File: src/rtl/axi4_lite_register_pkg.sv
// Shared types for the AXI4-lite register controller: FSM state encoding,
// read/write grant type, response codes and the controller status struct.
package axi4_lite_register_pkg;

   // Transaction sequencer states
   typedef enum logic [2:0] {
      ST_IDLE    = 3'd0,
      ST_WRITE   = 3'd1,
      ST_WR_RESP = 3'd2,
      ST_READ    = 3'd3,
      ST_RD_RESP = 3'd4
   } state_e;

   // Which transaction type won the most recent contested arbitration
   typedef enum logic {
      GNT_READ  = 1'b0,
      GNT_WRITE = 1'b1
   } grant_e;

   localparam logic [1:0] RESP_OKAY   = 2'b00;
   localparam logic [1:0] RESP_DECERR = 2'b11;

   // Control state of the sequencer; kept in one struct so the whole FSM
   // context (state, holding flags, arbitration pointer) is visible at once.
   typedef struct packed {
      state_e state;
      logic   aw_held;
      logic   w_held;
      logic   ar_held;
      grant_e last_grant;
   } ctrl_t;

   localparam ctrl_t CTRL_RESET = '{
      state:      ST_IDLE,
      aw_held:    1'b0,
      w_held:     1'b0,
      ar_held:    1'b0,
      last_grant: GNT_READ
   };

endpackage

File: src/rtl/axi4_lite_register_decode.sv
// Address decoder: register select field, one-hot select and out-of-range flag.
// The range flag is only produced when AXI4_LITE_REGISTER_CTRL_DECERR_EN is
// defined; otherwise upper address bits alias onto the register file.
module axi4_lite_register_decode
   import axi4_lite_register_pkg::*;
#(
   parameter int N  = 4,
   parameter int MW = 3,
   parameter int MI = 2**MW,
   parameter int A  = 32
) (
   input  logic [A-1:0]  addr,
   output logic [MW-1:0] sel,
   output logic [MI-1:0] onehot,
   output logic          range_err
);

   localparam int LB = $clog2(N);
   localparam int HI = LB + MW;

   // Byte-lane bits below the select field carry no meaning for word registers
   logic unused_low_bits;
   assign unused_low_bits = ^addr[LB-1:0];

   assign sel = addr[HI-1:LB];

   // One-hot select; select codes at or beyond MI decode to no register
   always_comb begin
      onehot = '0;
      for (int i = 0; i < MI; i++) begin
         onehot[i] = (sel == MW'(i));
      end
   end

   generate
      if (A > HI) begin : g_upper
         logic upper_nz;
         assign upper_nz = |addr[A-1:HI];
`ifdef AXI4_LITE_REGISTER_CTRL_DECERR_EN
         assign range_err = upper_nz;
`else
         logic unused_upper;
         assign unused_upper = upper_nz;
         assign range_err    = 1'b0;
`endif
      end else begin : g_no_upper
         assign range_err = 1'b0;
      end
   endgenerate

endmodule

File: src/rtl/axi4_lite_register_ctrl.sv
// AXI4-lite slave front end for a flat register file.
// AW, W and AR are each captured in a single-entry holding register; a small
// sequencer serialises writes and reads onto one-cycle register-side enable
// pulses and then presents the B or R response.
// Handshake rule on every channel: a transfer happens on the rising clock
// edge where valid and ready are both high; valid, once raised, is held with
// stable payload until that edge, and responses stay stable while pending.
// Optional feature: define AXI4_LITE_REGISTER_CTRL_DECERR_EN to answer
// addresses with nonzero bits above the select field with DECERR instead of
// aliasing them onto the register file.
module axi4_lite_register_ctrl
   import axi4_lite_register_pkg::*;
#(
   parameter int N  = 4,
   parameter int MW = 3,
   parameter int MI = 2**MW,
   parameter int A  = 32
) (
   input  logic              aclk,
   input  logic              aresetn,
   // write address
   input  logic [A-1:0]      awaddr,
   input  logic              awvalid,
   output logic              awready,
   // write data
   input  logic [8*N-1:0]    wdata,
   input  logic [N-1:0]      wstrb,
   input  logic              wvalid,
   output logic              wready,
   // write response
   output logic [1:0]        bresp,
   output logic              bvalid,
   input  logic              bready,
   // read address
   input  logic [A-1:0]      araddr,
   input  logic              arvalid,
   output logic              arready,
   // read data
   output logic [8*N-1:0]    rdata,
   output logic [1:0]        rresp,
   output logic              rvalid,
   input  logic              rready,
   // register side
   input  logic [8*N-1:0]    reg_in [MI],
   output logic [8*N-1:0]    reg_wdata,
   output logic [MI-1:0]     reg_wr_en,
   output logic [MI-1:0]     reg_rd_en
);

   localparam int DW = 8 * N;

   // Reject unsupported bus widths and address widths too narrow for the map
   generate
      if (N != 4 && N != 8) begin : g_bad_n
         $fatal(1, "axi4_lite_register_ctrl: N must be 4 or 8");
      end
      if (A < MW + $clog2(N)) begin : g_bad_a
         $fatal(1, "axi4_lite_register_ctrl: A too small for MW and N");
      end
   endgenerate

   ctrl_t            ctrl_q, ctrl_d;
   logic             rdy_q, rdy_d;
   logic [A-1:0]     awaddr_q, awaddr_d;
   logic [A-1:0]     araddr_q, araddr_d;
   logic [DW-1:0]    wdata_q, wdata_d;
   logic [N-1:0]     wstrb_q, wstrb_d;
   logic [DW-1:0]    rdata_q, rdata_d;
   logic [1:0]       bresp_q, bresp_d;
   logic [1:0]       rresp_q, rresp_d;

   logic [MW-1:0]    aw_sel, ar_sel;
   logic [MI-1:0]    aw_onehot, ar_onehot;
   logic             aw_err, ar_err;
   logic [DW-1:0]    wr_cur, rd_word;
   logic             aw_fire, w_fire, ar_fire;
   logic             wr_ok, rd_ok;

   // One decoder per address channel, fed from the held address
   axi4_lite_register_decode #(
      .N (N), .MW(MW), .MI(MI), .A(A)
   ) u_aw_dec (
      .addr     (awaddr_q),
      .sel      (aw_sel),
      .onehot   (aw_onehot),
      .range_err(aw_err)
   );

   axi4_lite_register_decode #(
      .N (N), .MW(MW), .MI(MI), .A(A)
   ) u_ar_dec (
      .addr     (araddr_q),
      .sel      (ar_sel),
      .onehot   (ar_onehot),
      .range_err(ar_err)
   );

   // Readies stay low through reset and open one clock after release
   assign awready = rdy_q & ~ctrl_q.aw_held;
   assign wready  = rdy_q & ~ctrl_q.w_held;
   assign arready = rdy_q & ~ctrl_q.ar_held;

   assign aw_fire = awvalid & awready;
   assign w_fire  = wvalid  & wready;
   assign ar_fire = arvalid & arready;

   assign wr_ok = ctrl_q.aw_held & ctrl_q.w_held;
   assign rd_ok = ctrl_q.ar_held;

   // Current contents of the addressed registers (zero for unmapped selects)
   always_comb begin
      wr_cur  = '0;
      rd_word = '0;
      if (int'(aw_sel) < MI) wr_cur  = reg_in[aw_sel];
      if (int'(ar_sel) < MI) rd_word = reg_in[ar_sel];
   end

   // Next-state logic: arbitration, holding registers and response capture
   always_comb begin
      ctrl_d   = ctrl_q;
      rdy_d    = 1'b1;
      awaddr_d = awaddr_q;
      araddr_d = araddr_q;
      wdata_d  = wdata_q;
      wstrb_d  = wstrb_q;
      rdata_d  = rdata_q;
      bresp_d  = bresp_q;
      rresp_d  = rresp_q;

      case (ctrl_q.state)
         ST_IDLE: begin
            // The priority pointer only moves when both types compete, so an
            // uncontested grant does not cost the other type its turn.
            if (wr_ok && rd_ok) begin
               if (ctrl_q.last_grant == GNT_READ) begin
                  ctrl_d.state      = ST_WRITE;
                  ctrl_d.last_grant = GNT_WRITE;
               end else begin
                  ctrl_d.state      = ST_READ;
                  ctrl_d.last_grant = GNT_READ;
               end
            end else if (wr_ok) begin
               ctrl_d.state = ST_WRITE;
            end else if (rd_ok) begin
               ctrl_d.state = ST_READ;
            end
         end
         ST_WRITE: begin
            ctrl_d.aw_held = 1'b0;
            ctrl_d.w_held  = 1'b0;
            bresp_d        = aw_err ? RESP_DECERR : RESP_OKAY;
            ctrl_d.state   = ST_WR_RESP;
         end
         ST_WR_RESP: begin
            if (bready) ctrl_d.state = ST_IDLE;
         end
         ST_READ: begin
            ctrl_d.ar_held = 1'b0;
            rdata_d        = ar_err ? '0 : rd_word;
            rresp_d        = ar_err ? RESP_DECERR : RESP_OKAY;
            ctrl_d.state   = ST_RD_RESP;
         end
         ST_RD_RESP: begin
            if (rready) ctrl_d.state = ST_IDLE;
         end
         default: begin
            ctrl_d.state = ST_IDLE;
         end
      endcase

      // A channel can only fire while its holder is empty, so these never
      // collide with the clears above.
      if (aw_fire) begin
         ctrl_d.aw_held = 1'b1;
         awaddr_d       = awaddr;
      end
      if (w_fire) begin
         ctrl_d.w_held = 1'b1;
         wdata_d       = wdata;
         wstrb_d       = wstrb;
      end
      if (ar_fire) begin
         ctrl_d.ar_held = 1'b1;
         araddr_d       = araddr;
      end
   end

   // Byte-merged write data, driven only during the WRITE cycle
   always_comb begin
      reg_wdata = '0;
      if (ctrl_q.state == ST_WRITE) begin
         for (int b = 0; b < N; b++) begin
            reg_wdata[8*b +: 8] = wstrb_q[b] ? wdata_q[8*b +: 8] : wr_cur[8*b +: 8];
         end
      end
   end

   // Register-side enables: one-hot, only in WRITE/READ, suppressed on DECERR
   always_comb begin
      reg_wr_en = '0;
      reg_rd_en = '0;
      if (ctrl_q.state == ST_WRITE && !aw_err) reg_wr_en = aw_onehot;
      if (ctrl_q.state == ST_READ  && !ar_err) reg_rd_en = ar_onehot;
   end

   assign bvalid = (ctrl_q.state == ST_WR_RESP);
   assign rvalid = (ctrl_q.state == ST_RD_RESP);
   assign bresp  = bresp_q;
   assign rresp  = rresp_q;
   assign rdata  = rdata_q;

   // State and datapath registers; reset drops any transaction in flight
   always_ff @(posedge aclk or negedge aresetn) begin
      if (!aresetn) begin
         ctrl_q   <= CTRL_RESET;
         rdy_q    <= 1'b0;
         awaddr_q <= '0;
         araddr_q <= '0;
         wdata_q  <= '0;
         wstrb_q  <= '0;
         rdata_q  <= '0;
         bresp_q  <= RESP_OKAY;
         rresp_q  <= RESP_OKAY;
      end else begin
         ctrl_q   <= ctrl_d;
         rdy_q    <= rdy_d;
         awaddr_q <= awaddr_d;
         araddr_q <= araddr_d;
         wdata_q  <= wdata_d;
         wstrb_q  <= wstrb_d;
         rdata_q  <= rdata_d;
         bresp_q  <= bresp_d;
         rresp_q  <= rresp_d;
      end
   end

endmodule

File: config.mk
export PLATFORM = sky130hd
export DESIGN_NAME = axi4_lite_register_ctrl
export DESIGN_NICKNAME = d
export VERILOG_FILES = /design/src/rtl/axi4_lite_register_pkg.sv /design/src/rtl/axi4_lite_register_decode.sv /design/src/rtl/axi4_lite_register_ctrl.sv
export SDC_FILE = /design/constraint.sdc
export NUM_CORES = 1
export LEC_CHECK = 0
export BUFFER_PORTS_ARGS = -buffer_cell sky130_fd_sc_hd__buf_2
export CAP_MARGIN = 20
export CORE_AREA = 2 2 175 177
export DETAILED_ROUTE_END_ITERATION = 6
export DIE_AREA = 0 0 177 179
export SYNTH_ARGS = -nofsm -noshare
export SYNTH_HDL_FRONTEND = slang
export SYNTH_HIERARCHICAL = 1
export SYNTH_SLANG_ARGS = --single-unit
File: constraint.sdc
create_clock -name aclk -period 2.03 [get_ports aclk]
set_input_delay 0.5075 -clock aclk [delete_from_list [all_inputs] [get_ports aclk]]
set_output_delay 0.5075 -clock aclk [all_outputs]
set_load 0.01 [all_outputs]
==> flow_summary_export.csv, run 1 <==
group,metric,value,unit
global_route,grt-busiest-layer,"met2",
setup_path,cp-start-kind,"flip-flop",
power,power_leakage,5.48,nW
sta,worst_slew_pin_slew,0.789,ns
setup_path,endpoint_kind,"output port",
global_route,grt.met3_usage,0.0469,
power,p_sw,7.36,mW
synth,synth_warnings,6,
job,maxCapViolations,0,
sta,finalHoldViolations,0,
setup_path,cp_data_required_time,1.52,ns
final_layout,drive_gt1_frac,0.724,
final_layout,stdcell_count,1571,
clocking,cts_buffers,9,
global_route,antenna_found_initial,4,
power,irDropWorstVdd,0.607,mV
floorplanning,rows,64,
floorplanning,die_w,177,µm
sta,fin_ws,-0.649,ns
clocking,cts_tree,"yes",
final_layout,multi_input_area,5790,µm²
clocking,clock-sinks,84,
setup_path,critical_path_class,"flip-flop to output port",
global_route,track_usage,0.201,
sta,relSlewSlack,0.474,
setup_path,cp_max_fo,15,
sta,setup_viol,40,
final_layout,area_growth,42.9,%
power,p_int,9.58,mW
final_layout,n_fill_cell,3009,
floorplanning,pin_count,452,
worst_hold_path,hold_path.class,"input port to flip-flop",
final_layout,design_area,11900,µm²
detailed_routing,drtPass1Iterations,5,
floorplanning,initial_core_util,0.276,
global_route,gr-usage-met1,0.236,
place,dp_slack,-0.313,ns
floorplanning,dieArea,31700,µm²
floorplanning,die_h,179,µm
global_route,overflow,0,
run_status,violations,"setup timing",
sta,max_freq,373,MHz
global_route,grt_pass1_wl,48500,µm
detailed_routing,drc,0,
place,dp.final_hpwl,25200,µm
place,io_buffers,393,
floorplanning,core,30000,µm²
synth,mappedNetlistNets,1136,
sta,rsz0062_at_grt,"true",
clocking,clk_pin_slew,0.07,ns
setup_path,worstPathArrival,2.17,ns
run_status,status,"finished, violations left",
synth,avgSynthCellArea,10.7,µm²
power,powerDensity,1430,nW/µm²
sta,fin_crit_sh,1.32,
final_layout,regArea,2110,µm²
power,clockPowerShare,0.110,
global_route,grt_pass1_vias,8450,
global_route,grt_start_max_net_pins,41,
detailed_routing,vias,8402,
place,place_congestion,0.819,
detailed_routing,first_iter_violations,558,
clocking,h-tree-depth,3,
sta,setup_tns,-20.15,ns
place,dpl_cell_area,11200,µm²
final_layout,finalNetCount,1532,
power,p_comb_frac,0.705,
detailed_routing,via_per_inst,5.35,
clocking,clk-insertion-delay-late,0.34,ns
clocking,cts_buffer_depth,2,
sta,finClkSkew,0.00926,ns
detailed_routing,wire_per_inst,21.2,µm
place,placed_cells,1542,
detailed_routing,antenna_left,0,
power,swShare,0.434,
detailed_routing,wl,33400,µm
power,seq_power_share,0.185,
synth,syn_inst,773,
global_route,use_met2,0.357,
clocking,cts-root-buf,"clkbuf_16",
synth,syn-cell-area,8290,µm²
sta,fin_crit,2.68,ns
sta,maxSlewViolCount,0,
[through the flow]
step | hold WS (ns) | total power, mW | utilization
after CTS | 0.368 | 16.9 | 0.390
after detailed placement | 0.365 | 14.5 | 0.373
after global routing | 0.372 | 17.9 | 0.395
final | 0.392 | 16.9 | 0.395
after floorplan | 0.212 | 10.7 | -
after global placement | 0.365 | 14.4 | 0.373
[metal layers]
layer | wire, µm | vias up
met5 | 45 | -
met4 | 838 | 8
met3 | 2220 | 68
met2 | 17100 | 378
met1 | 13200 | 4177
li1 | - | 3771
[path summary, 6_finish.rpt]
| check | slack [ns] | end | startpoint | cells past startpoint |
|---|---|---|---|---|
| max | -0.65 | reg_wdata[23] | awaddr_q[2] | 6 |
| min | 0.39 | wstrb_q[1] | wstrb[1] | 2 |
| max reg2reg | 0.21 | rdata[15] | araddr_q[2] | 4 |
| min reg2reg | 0.47 | ctrl_q[0] | ctrl_q[0] | 1 |
| max in group asynchronous | 0.99 | awaddr_q[2] | aresetn | 3 |
| min in group asynchronous | 0.54 | rdata[4] | aresetn | 2 |
[cell type report]
cell class / count / area share
timing repair buffer: 474 / 0.253
multi-input combinational: 566 / 0.489
inverter: 34 / 0.0108
tap: 396 / 0.0418
clock buffer: 11 / 0.0205
clock inverter: 5 / 0.00718
sequential: 84 / 0.178
antenna: 1 / 0.000211
[sequential cells by signal, indices dropped and copies added, names as in the netlist]
signal    count
awaddr_q      3
araddr_q      3
rd_ok         1
bresp         1
rdy_q         1
ctrl_q        6
wdata_q      32
rdata        32
rresp         1
wstrb_q       4
[cell usage in the layout (no fill, tap or decap), types with 9 or more instances in the layout]
| cell type | count |
|---|---|
| buf_2 | 385 |
| mux2_2 | 229 |
| dfrtp_1 | 80 |
| nand2_1 | 44 |
| buf_4 | 43 |
| inv_1 | 34 |
| a21oi_1 | 34 |
| a222oi_1 | 33 |
| mux4_2 | 32 |
| o22ai_1 | 32 |
| a221oi_2 | 30 |
| o31ai_2 | 30 |
| nor2b_1 | 28 |
| buf_12 | 22 |
| buf_6 | 20 |
| and2_1 | 9 |
| clkbuf_16 | 9 |
[power by group through the flow]
stage / Sequential, mW / Clock, mW / Combinational [mW]
after floorplan: 3.03 / 0 / 7.70
after global placement: 3.10 / 0 / 11.3
after detailed placement: 3.13 / 0 / 11.4
after CTS: 3.12 / 1.93 / 11.9
after global routing: 3.24 / 2.00 / 12.7
final: 3.13 / 1.87 / 12.0
[worst max-delay path, stage by stage, from the launching register on]
cell and delay (ns):
dfrtp_4 0.52, buf_12 0.17, buf_6 0.14, mux2_4 0.29, a222oi_1 0.43, a221oi_2 0.10, buf_2 0.16
[what timing repair did]
item	in CTS	in global routing
hold buffers	1	0
setup buffers	2	7
hold endpoints to repair	8	0
setup endpoints to repair	48	48
gates cloned	3	0
resized for setup	19	29
pin swaps	11	12
Note: power is estimated with default switching activity, not from simulation.
==> run 2: changes to the inputs <==
- PLACE_DENSITY: not set -> 0.69
- SKIP_LAST_GASP: not set -> 1
==> flow_summary_export.csv, run 2 (synthesis results as in run 1) <==
group,metric,value,unit
global_route,grt_start_max_net_pins,85,
worst_hold_path,hold_path.class,"input port to asynchronous set/reset pin",
floorplanning,dieArea,31700,µm²
detailed_routing,first_iter_violations,635,
place,place_congestion,0.877,
global_route,track_usage,0.205,
job,maxCapViolations,0,
setup_path,worstPathArrival,2.23,ns
final_layout,regArea,2110,µm²
place,dp.final_hpwl,25200,µm
sta,finalHoldViolations,0,
sta,relSlewSlack,0.478,
setup_path,startpoint,"awaddr_q[2]",
sta,fin_crit,2.73,ns
power,clockPowerShare,0.108,
final_layout,n_fill_cell,2945,
setup_path,cp_max_fo,15,
power,seq_power_share,0.185,
power,power_leakage,5.53,nW
setup_path,critical_path_class,"flip-flop to output port",
floorplanning,die_w,177,µm
floorplanning,pin_count,452,
place,dp_slack,-0.324,ns
global_route,grt_pass1_wl,49300,µm
sta,fin_crit_sh,1.35,
setup_path,cp_data_required_time,1.52,ns
detailed_routing,wire_per_inst,21.4,µm
clocking,clk-insertion-delay-late,0.34,ns
clocking,cts-hold-fix-buffers,0,
global_route,overflow,0,
final_layout,stdcell_count,1584,
final_layout,multi_input_area,5770,µm²
clocking,cts-root-buf,"clkbuf_16",
sta,holdWs,0.200,ns
final_layout,drive_gt1_frac,0.725,
sta,maxSlewViolCount,0,
final_layout,finalNetCount,1543,
sta,setup_viol,48,
detailed_routing,antenna_left,0,
clocking,cts_tree,"yes",
detailed_routing,wl,33900,µm
floorplanning,core,30000,µm²
global_route,use_met2,0.357,
global_route,grt_pass1_vias,8736,
detailed_routing,via_per_inst,5.37,
clocking,cts_buffers,9,
sta,worst_slew_pin_slew,0.783,ns
setup_path,cp-start-kind,"flip-flop",
run_status,violations,"DRC, setup timing",
floorplanning,rows,64,
final_layout,post-route-util,0.397,
sta,max_freq,366,MHz
power,p_sw,7.46,mW
setup_path,r2r_start,"ctrl_q[6]",
sta,setup_tns,-21.72,ns
global_route,gr-usage-met1,0.246,
global_route,grt.met3_usage,0.0426,
place,io_buffers,393,
power,p_total,17.2,mW
detailed_routing,drc,8,
power,swShare,0.434,
place,dpl_cell_area,11300,µm²
run_status,status,"finished, violations left",
detailed_routing,vias,8505,
clocking,h-tree-depth,3,
floorplanning,initial_core_util,0.276,
final_layout,final_cell_mix,"buf_2, mux2_2, dfrtp_1",
sta,finClkSkew,0.0122,ns
setup_path,endpoint_kind,"output port",
power,p_int,9.75,mW
global_route,antenna_found_initial,3,
sta,fin_ws,-0.705,ns
power,p_comb_frac,0.707,
clocking,clk_pin_slew,0.07,ns
global_route,grt-busiest-layer,"met2",
place,placed_cells,1549,
power,irDropWorstVdd,0.564,mV
clocking,clock-sinks,84,
detailed_routing,drtPass1Iterations,7,
power,powerDensity,1450,nW/µm²
clocking,cts_buffer_depth,2,
final_layout,design_area,11900,µm²
floorplanning,die_h,179,µm
final_layout,final_common_cell,"buf_2",
final_layout,area_growth,43.6,%
sta,rsz0062_at_grt,"true",
[run 2: cell count changes in the layout (fill, tap and decap cells not counted), moves of 3 or more]
cell and delta:
nor3b_1 +3, nor3b_2 -3, buf_6 -9, buf_4 +21
[run 2: worst paths after layout]
kind	endpoint	slack [ns]	depth (start not counted)
max	reg_wdata[16]	-0.70	6
min	rdata[18]	0.20	2
max in group asynchronous	awaddr_q[2]	1.39	2
max reg2reg	rdata[15]	0.02	8
min reg2reg	rdata[5]	0.48	2
min in group aclk	wstrb_q[2]	0.39	2
[run 2: power groups by stage]
stage	Combinational (mW)	Sequential, mW	Clock (mW)
6_report	12.2	3.18	1.86
5_1_grt	13.0	3.28	1.99
4_1_cts	12.2	3.16	1.93
3_5_place_dp	11.5	3.20	0
3_3_place_gp	11.3	3.16	0
2_1_floorplan	7.70	3.03	0
[run 2: layout make-up]
cell class,instances,share of cell area
clock buffers,11,0.0204
multi-input cells,567,0.485
clock inverters,5,0.00715
diodes,3,0.000631
well taps,396,0.0416
inverters,34,0.0107
repair buffers,484,0.257
flip-flops and latches,84,0.177
[run 2: per-layer routing]
metal  part of all wire  vias up  wire, µm
li1                   -     3813         -
met1               0.39     4136     13200
met2               0.50      467     17000
met3              0.076       89      2580
met4              0.033        0      1110
met5                  0        -         0
[run 2: worst max-delay path, stage by stage (launching register included)]
cell and delay [ns]:
dfrtp_4 0.47, buf_12 0.17, bufbuf_16 0.29, mux2_2 0.34, a222oi_1 0.35, a221oi_2 0.09, buf_2 0.16
[run 2: timing repair]
item / in CTS / in global routing
buffers inserted: 11 / 2
resized for setup: 11 / 18
setup endpoints to repair: 48 / 48
pin swaps: 9 / 15
gates cloned: 5 / 0
==> run 3: changes to the inputs <==
- CTS_CLUSTER_SIZE: not set -> 16
- RECOVER_POWER: not set -> 100
==> flow_summary_export.csv, run 3 (synthesis results as in run 1) <==
group,metric,value,unit
clocking,cts_buffers,9,
place,placed_cells,1549,
place,dp.final_hpwl,25200,µm
worst_hold_path,hold_path.class,"input port to flip-flop",
clocking,clk_pin_slew,0.07,ns
floorplanning,dieArea,31700,µm²
final_layout,final_common_cell,"buf_2",
detailed_routing,drtPass1Iterations,7,
setup_path,max_stage_delay,0.47,ns
clocking,cts-root-buf,"clkbuf_16",
job,maxCapViolations,0,
clocking,clk-insertion-delay-late,0.34,ns
floorplanning,die_h,179,µm
global_route,grt_pass1_wl,49300,µm
global_route,grt_pass1_vias,8736,
final_layout,area_growth,42.0,%
global_route,overflow,0,
clocking,clock-sinks,84,
detailed_routing,wl,34000,µm
setup_path,cp_max_fo,15,
sta,setup_viol,82,
clocking,cts_tree,"yes",
sta,finClkSkew,0.0123,ns
clocking,h-tree-depth,3,
sta,rsz0062_at_grt,"true",
sta,fin_crit,2.73,ns
sta,setup_tns,-33.34,ns
clocking,cts_buffer_depth,2,
setup_path,startpoint,"awaddr_q[2]",
setup_path,cp_slowest_cell,"dfrtp_4",
setup_path,r2r_start,"ctrl_q[6]",
detailed_routing,first_iter_violations,606,
run_status,violations,"setup timing",
global_route,track_usage,0.205,
clocking,cts-hold-fix-buffers,0,
sta,fin_crit_sh,1.34,
place,place_congestion,0.877,
worst_hold_path,min_from,"wstrb[2]",
floorplanning,pin_count,452,
setup_path,endpoint_kind,"output port",
sta,relSlewSlack,0.161,
sta,worst_slew_pin_slew,1.26,ns
setup_path,worstPathArrival,2.22,ns
detailed_routing,antenna_left,0,
setup_path,path_delay_family,"buffers and inverters",
detailed_routing,drc,0,
power,irDropWorstVdd,0.566,mV
sta,max_freq,367,MHz
setup_path,cp_data_required_time,1.52,ns
floorplanning,core,30000,µm²
sta,fin_ws,-0.696,ns
detailed_routing,vias,8491,
sta,maxSlewViolCount,0,
setup_path,critPathBufInv,3,
setup_path,critical_path_class,"flip-flop to output port",
global_route,antenna_found_initial,3,
power,powerDensity,1450,nW/µm²
place,io_buffers,393,
detailed_routing,wire_per_inst,21.5,µm
setup_path,cp-start-kind,"flip-flop",
global_route,grt_start_max_net_pins,85,
final_layout,final_cell_mix,"buf_2, mux2_2, dfrtp_1",
detailed_routing,via_per_inst,5.36,
run_status,status,"finished, violations left",
floorplanning,initial_core_util,0.276,
final_layout,finalNetCount,1543,
final_layout,stdcell_count,1583,
floorplanning,rows,64,
setup_path,cp_cell_sequence,"buf_12 > bufbuf_16 > mux2_2 > a222oi_1 > a221oi_2 > buf_2",
final_layout,drive_gt1_frac,0.686,
sta,finalHoldViolations,0,
floorplanning,die_w,177,µm
power,power_leakage,5.34,nW
-- run 3: timing repair --
item	in CTS	in global routing
endpoints found under the setup margin	48	48
resized for setup	11	18
gates cloned	5	0
buffers inserted	11	2
pin swaps	9	15
-- run 3: area by class of cell --
class	instances	area, µm²
fillers	2969	18300
multi-input cells	567	5760
repair buffers	484	2960
flip-flops and latches	84	2110
well taps	396	495
clock buffers	11	243
inverters	34	128
clock inverters	5	85.1
diodes	2	5.00
-- run 3: where the power goes --
group          internal [mW]  switching, mW  total, mW
sequential              2.45          0.726       3.18
clock                   1.12          0.743       1.86
combinational           6.00           6.00       12.0
total                   9.57           7.47       17.0
-- run 3: metrics by stage --
step	hold slack (ns)	setup WS [ns]	power (mW)	util	area [µm²]
after floorplan	0.212	-0.0698	10.7	-	8500
after global placement	0.459	-0.290	14.5	0.375	11300
after detailed placement	0.466	-0.324	14.7	0.375	11300
after CTS	0.210	-0.710	17.3	0.394	11800
after global routing	0.374	-0.784	18.0	0.392	11800
final	0.386	-0.696	17.0	0.392	11800
-- run 3: layer usage --
layer  part of all wire  GRT usage  vias to the layer above
met5                  0          0                        -
met4              0.030     0.0837                        0
met3              0.076     0.0426                       81
met2               0.50      0.357                      455
met1               0.39      0.246                     4148
li1                   -          -                     3807
-- run 3: worst paths after layout --
path,end,slack (ns),cells after the start
worst max-delay path,reg_wdata[16],-0.70,6
worst min-delay path,wstrb_q[2],0.39,2
worst max register to register,rdata[14],-0.26,8
worst min register to register,ctrl_q[0],0.48,1
max in group asynchronous,awaddr_q[2],0.50,2
min in group asynchronous,rdata[18],0.55,2
